<file path="config.mk">
export PLATFORM = sky130hd
export DESIGN_NAME = pic_host_bus_master
export DESIGN_NICKNAME = d
export VERILOG_FILES = /design/src/rtl/pic_host_bus_master.sv
export SDC_FILE = /design/constraint.sdc
export NUM_CORES = 1
export LEC_CHECK = 0
export ABC_CLOCK_PERIOD_IN_PS = 2300
export CORE_ASPECT_RATIO = 1.25
export CORE_MARGIN = 5
export CORE_UTILIZATION = 50
export CTS_BUF_LIST = sky130_fd_sc_hd__clkbuf_4
export CTS_CLUSTER_DIAMETER = 150
export CTS_CLUSTER_SIZE = 28
export DETAILED_ROUTE_END_ITERATION = 16
export PLACE_DENSITY_LB_ADDON = 0.2
export RECOVER_POWER = 25
export SLEW_MARGIN = 20
export SYNTH_ARGS = -nofsm -noshare
export SYNTH_HDL_FRONTEND = slang
export SYNTH_SLANG_ARGS = --single-unit
</file>
<file path="constraint.sdc">
create_clock -name CLK -period 2.3 [get_ports CLK]
set_clock_uncertainty 0.15 [all_clocks]
set_input_delay 0.46 -clock CLK [delete_from_list [all_inputs] [get_ports CLK]]
set_output_delay 0.46 -clock CLK [all_outputs]
set_load 0.01 [all_outputs]
</file>
<file path="src/rtl/pic_host_bus_master.sv">
// CPU-side master for the 8259A pin interface: turns host commands into timed
// register accesses and runs the two-pulse INTA acknowledge on INT.
module pic_host_bus_master #(
    parameter int unsigned PULSE_W = 4,
    parameter int unsigned SETUP_W = 1,
    parameter int unsigned GAP_W   = 2
) (
    input  logic       CLK,
    input  logic       RST_n,
    input  logic       cmd_valid,
    output logic       cmd_ready,
    input  logic       cmd_write,
    input  logic       cmd_a0,
    input  logic [7:0] cmd_data,
    output logic       rsp_valid,
    output logic [7:0] rsp_data,
    input  logic       inta_en,
    output logic       vec_valid,
    output logic [7:0] vec_data,
    output logic       busy,
    input  logic       INT,
    output logic [7:0] D_out,
    output logic       D_oe,
    input  logic [7:0] D_in,
    output logic       CS_n,
    output logic       A0,
    output logic       RD_n,
    output logic       WR_n,
    output logic       INTA_n
);

    localparam int unsigned CNT_W = 4;
    localparam logic [CNT_W-1:0] PULSE_LD = CNT_W'(PULSE_W - 1);
    localparam logic [CNT_W-1:0] SETUP_LD = CNT_W'(SETUP_W - 1);
    localparam logic [CNT_W-1:0] GAP_LD   = CNT_W'(GAP_W - 1);

    typedef enum logic [2:0] {
        S_IDLE,
        S_SETUP,
        S_STROBE,
        S_HOLD,
        S_INTA1,
        S_INTA_GAP,
        S_INTA2,
        S_RECOVER
    } state_t;

    state_t           state, next_state;
    logic [CNT_W-1:0] cnt, cnt_nxt;
    logic             int_meta, int_s;
    logic             inta_en_q;
    logic             lat_write, lat_a0;
    logic [7:0]       lat_data;

    logic             accept;
    logic             rd_sample, vec_sample, rsp_pulse;
    logic             eff_write, eff_a0;
    logic [7:0]       eff_data;
    logic             access_nxt;
    logic             cmd_ready_nxt;

    // Next-state, cycle counter and next values of the registered pins
    always_comb begin
        next_state = state;
        cnt_nxt    = (cnt == '0) ? cnt : cnt - CNT_W'(1);
        accept     = 1'b0;
        rd_sample  = 1'b0;
        vec_sample = 1'b0;
        rsp_pulse  = 1'b0;

        case (state)
            S_IDLE: begin
                if (int_s && inta_en_q) begin
                    next_state = S_INTA1;
                    cnt_nxt    = PULSE_LD;
                end else if (cmd_valid && cmd_ready) begin
                    accept     = 1'b1;
                    next_state = S_SETUP;
                    cnt_nxt    = SETUP_LD;
                end
            end
            S_SETUP: begin
                if (cnt == '0) begin
                    next_state = S_STROBE;
                    cnt_nxt    = PULSE_LD;
                end
            end
            S_STROBE: begin
                if (cnt == '0) begin
                    rd_sample  = !lat_write;
                    next_state = S_HOLD;
                    cnt_nxt    = SETUP_LD;
                end
            end
            S_HOLD: begin
                if (cnt == '0) begin
                    rsp_pulse  = !lat_write;
                    next_state = S_IDLE;
                end
            end
            S_INTA1: begin
                if (cnt == '0) begin
                    next_state = S_INTA_GAP;
                    cnt_nxt    = GAP_LD;
                end
            end
            S_INTA_GAP: begin
                if (cnt == '0) begin
                    next_state = S_INTA2;
                    cnt_nxt    = PULSE_LD;
                end
            end
            S_INTA2: begin
                if (cnt == '0) begin
                    vec_sample = 1'b1;
                    next_state = S_RECOVER;
                    cnt_nxt    = '0;
                end
            end
            S_RECOVER: begin
                next_state = S_IDLE;
            end
            default: begin
                next_state = S_IDLE;
                cnt_nxt    = '0;
            end
        endcase

        eff_write  = accept ? cmd_write : lat_write;
        eff_a0     = accept ? cmd_a0    : lat_a0;
        eff_data   = accept ? cmd_data  : lat_data;
        access_nxt = (next_state == S_SETUP) || (next_state == S_STROBE) ||
                     (next_state == S_HOLD);
        // int_meta and inta_en become next cycle's int_s and inta_en_q, so the
        // registered ready exactly mirrors the arbitration IDLE will make.
        cmd_ready_nxt = (next_state == S_IDLE) && !(int_meta && inta_en);
    end

    always_ff @(posedge CLK) begin
        if (!RST_n) begin
            state <= S_IDLE;
            cnt   <= '0;
        end else begin
            state <= next_state;
            cnt   <= cnt_nxt;
        end
    end

    // INT synchroniser, command latch and registered pin/handshake outputs
    always_ff @(posedge CLK) begin
        if (!RST_n) begin
            int_meta  <= 1'b0;
            int_s     <= 1'b0;
            inta_en_q <= 1'b0;
            lat_write <= 1'b0;
            lat_a0    <= 1'b0;
            lat_data  <= 8'h00;
            CS_n      <= 1'b1;
            RD_n      <= 1'b1;
            WR_n      <= 1'b1;
            INTA_n    <= 1'b1;
            A0        <= 1'b0;
            D_oe      <= 1'b0;
            D_out     <= 8'h00;
            cmd_ready <= 1'b0;
            rsp_valid <= 1'b0;
            vec_valid <= 1'b0;
            busy      <= 1'b0;
            rsp_data  <= 8'h00;
            vec_data  <= 8'h00;
        end else begin
            int_meta  <= INT;
            int_s     <= int_meta;
            inta_en_q <= inta_en;
            if (accept) begin
                lat_write <= cmd_write;
                lat_a0    <= cmd_a0;
                lat_data  <= cmd_data;
            end
            CS_n      <= !access_nxt;
            A0        <= access_nxt ? eff_a0 : A0;
            D_oe      <= access_nxt && eff_write;
            D_out     <= (access_nxt && eff_write) ? eff_data : D_out;
            WR_n      <= !((next_state == S_STROBE) && eff_write);
            RD_n      <= !((next_state == S_STROBE) && !eff_write);
            INTA_n    <= !((next_state == S_INTA1) || (next_state == S_INTA2));
            cmd_ready <= cmd_ready_nxt;
            rsp_valid <= rsp_pulse;
            vec_valid <= (next_state == S_RECOVER);
            busy      <= (next_state != S_IDLE);
            if (rd_sample) begin
                rsp_data <= D_in;
            end
            if (vec_sample) begin
                vec_data <= D_in;
            end
        end
    end

endmodule

</file>
==> impl_metrics.env <==
export IMPL_most_common_layout_cells="dfxtp_1 (54), clkdlybuf4s50_1 (49), nor2_1 (38)"
export IMPL_hpwl_um=3580
export IMPL_track_usage=0.181
export IMPL_worst_setup_path_end_kind="register"
export IMPL_worst_slew_pin_transition_ps=431
export IMPL_start_util=0.525
export IMPL_grt_max_degree=22
export IMPL_drt_iter0_drc=165
export IMPL_cts_made_buffers=5
export IMPL_ctsResizeCount=0
export IMPL_cts_max_path_buffers=2
export IMPL_die_height_um=83.7
export IMPL_portBuffers=56
export IMPL_setup_slack_ps=267
export IMPL_postRouteAntennaNets=0
export IMPL_synthArstFlopShare=0
export IMPL_dp_cells=336
export IMPL_synthDistinctLibCells=42
export IMPL_rows=26
export IMPL_layout_worst_path_cycle_share=0.884
export IMPL_synth_edff_count=0
export IMPL_swShare=0.302
export IMPL_final_common_cell="dfxtp_1"
export IMPL_cp_num_cells=7
export IMPL_syn_inst=221
export IMPL_r2r_slack_ps=270
export IMPL_combPwrFrac=0.319
export IMPL_crit_path_start="cnt[0]"
export IMPL_p_seq_frac=0.438
export IMPL_finalSetupViolations=0
export IMPL_avgSynthCellArea_um2=9.82
export IMPL_vias=1768
export IMPL_cts_hold_buf=0
export IMPL_critPathMaxFanout=8
export IMPL_die_area_um2=5770
export IMPL_cp_endpoint="cnt[0]"
export IMPL_crit_arrival_ps=2180
export IMPL_drt_drc_violations_left=0
export IMPL_start_kind="register"
export IMPL_hold_viol_final=0
export IMPL_overflow=0
export IMPL_yosysTopAreaCellShare=0.498
export IMPL_run_status="finished clean"
export IMPL_synth_largest_area_cell="dfxtp_1"
export IMPL_gp_congestion=0.861
export IMPL_maxSlewViolCount=0
export IMPL_grt_pass1_wl_um=8090
export IMPL_hp_class="reg2reg"
export IMPL_rsz0062_at_grt="no"
export IMPL_via_per_inst=5.14
export IMPL_crit_type="reg2reg"
export IMPL_cts_setup_buffers=0
export IMPL_hold_ws_ps=342
export IMPL_fmax_mhz=492
export IMPL_area_growth_pct=35.1
export IMPL_path_buf_inv=2
export IMPL_p_int_mw=1.77
export IMPL_power_density_nw_per_um2=864
export IMPL_io_pin_count=57
export IMPL_die_w_um=68.9
export IMPL_post_route_min_period_ps=2030
export IMPL_cp_required_ps=2450
export IMPL_crit_path_max_incr_delay_ps=350
export IMPL_core_area_um2=4130
export IMPL_slew_headroom=0.713
export IMPL_grt_pass1_vias=1752
export IMPL_cts_root_buf="clkbuf_4"
export IMPL_cts_tree="yes"
export IMPL_r2r_end="cnt[0]"
export IMPL_antenna_found_initial=0
export IMPL_critPathSlowestCell="dfxtp_1"
export IMPL_clk_latency_ps=360
export IMPL_peakVddDrop_mv=0.461
export IMPL_worstRegToRegCells=7
export IMPL_yosysWarnings=0
export IMPL_clkPwrFrac=0.243
export IMPL_r2r_start="cnt[0]"
export IMPL_path_clk_slew_ps=140
export IMPL_yosys_register_bits=54
export IMPL_routed_wirelength_um=4680
export IMPL_wl_per_cell_um=13.6
export IMPL_synth_nets=247
export IMPL_fin_cells=344
export IMPL_ys_flop_type="dfxtp_1"
export IMPL_post_place_ws_ps=26.2
export IMPL_yosysSeqAreaShare=0.498
export IMPL_cts_max_level=2
export IMPL_p_switching_mw=0.766
export IMPL_leakage_nw=1.20
export IMPL_dr_pass1_iters=4
export IMPL_tns_ps=0
export IMPL_cts_sinks=54
export IMPL_netlist_area_um2=2170
export IMPL_path_cells="inv_1, ha_1, nor3b_4, inv_1, ha_1, a22o_1, a21oi_1"
export IMPL_n_antenna_cell=0
export IMPL_finalNetCount=313
export IMPL_path_delay_family="adder cells"
export IMPL_synth_area_leaders="dfxtp_1 (50%), mux2i_1 (12%), nor2_1 (6.6%), a211oi_2 (4.6%), a21oi_1 (3.5%)"
export IMPL_drive_gt1_frac=0.111
export IMPL_maxCapViolCount=0
==> worst min path at each step <==
stage          startpoint  cells past startpoint  slack [ps]        end
6_report         int_meta                      1         340      int_s
3_3_place_gp     int_meta                      1         280      int_s
4_1_cts          int_meta                      1         340      int_s
3_5_place_dp     int_meta                      1         310      int_s
2_1_floorplan   lat_write                      1         280  rsp_valid
5_1_grt          int_meta                      1         370      int_s
==> power by group through the flow <==
stage | clock network (mW) | logic [mW] | registers, mW
3_3_place_gp | 0 | 0.833 | 1.13
3_5_place_dp | 0 | 0.843 | 1.13
6_report | 0.615 | 0.809 | 1.11
5_1_grt | 0.680 | 0.899 | 1.13
4_1_cts | 0.637 | 0.848 | 1.11
2_1_floorplan | 0 | 0.530 | 1.14
==> metal layers <==
layer / GRT usage / routed length [um]
met2: 0.297 / 2360
met5: 0 / 0
met1: 0.220 / 2010
met3: 0.0526 / 252
met4: 0.0603 / 56
==> stage by stage <==
step | util | instance area [um2] | power (mW)
after floorplan | - | 2170 | 1.67
after global placement | 0.691 | 2850 | 1.96
after detailed placement | 0.691 | 2850 | 1.98
after CTS | 0.715 | 2960 | 2.60
after global routing | 0.710 | 2930 | 2.71
final | 0.710 | 2930 | 2.53
==> flip-flops by register name, summed over array words and instances, names as in the netlist, 3 cells and up <==
signal,count
D_out,8
lat_data,8
rsp_data,8
vec_data,8
cnt,4
state,3
==> cell type report <==
cell class / count / area (um2)
fillers: 347 / 1200
flip-flops and latches: 54 / 1080
multi-input cells: 149 / 995
repair buffers: 73 / 671
well taps: 56 / 70.1
clock inverters: 3 / 63.8
clock buffers: 5 / 37.5
inverters: 4 / 15.0
==> synth_stat cells (all sizes together), types with 4 or more instances <==
cell and number:
and2 7, clkbuf 8, inv 4, a21oi 15, nor2 38, nand2 12
mux2i 27, dfxtp 54, o21ai 7, nor3 4, buf 6, nand3 4
a211oi 8
==> kinds of logic after synthesis <==
family / after synthesis / synth area share
muxes: 27 / 0.124
AOI/OAI and AO/OA: 40 / 0.138
and+or+nand+nor: 79 / 0.180
DFF: 54 / 0.498
buffers and inverters: 18 / 0.0415
adders and majority gates: 3 / 0.0173
(Power assumes the default switching activity.)
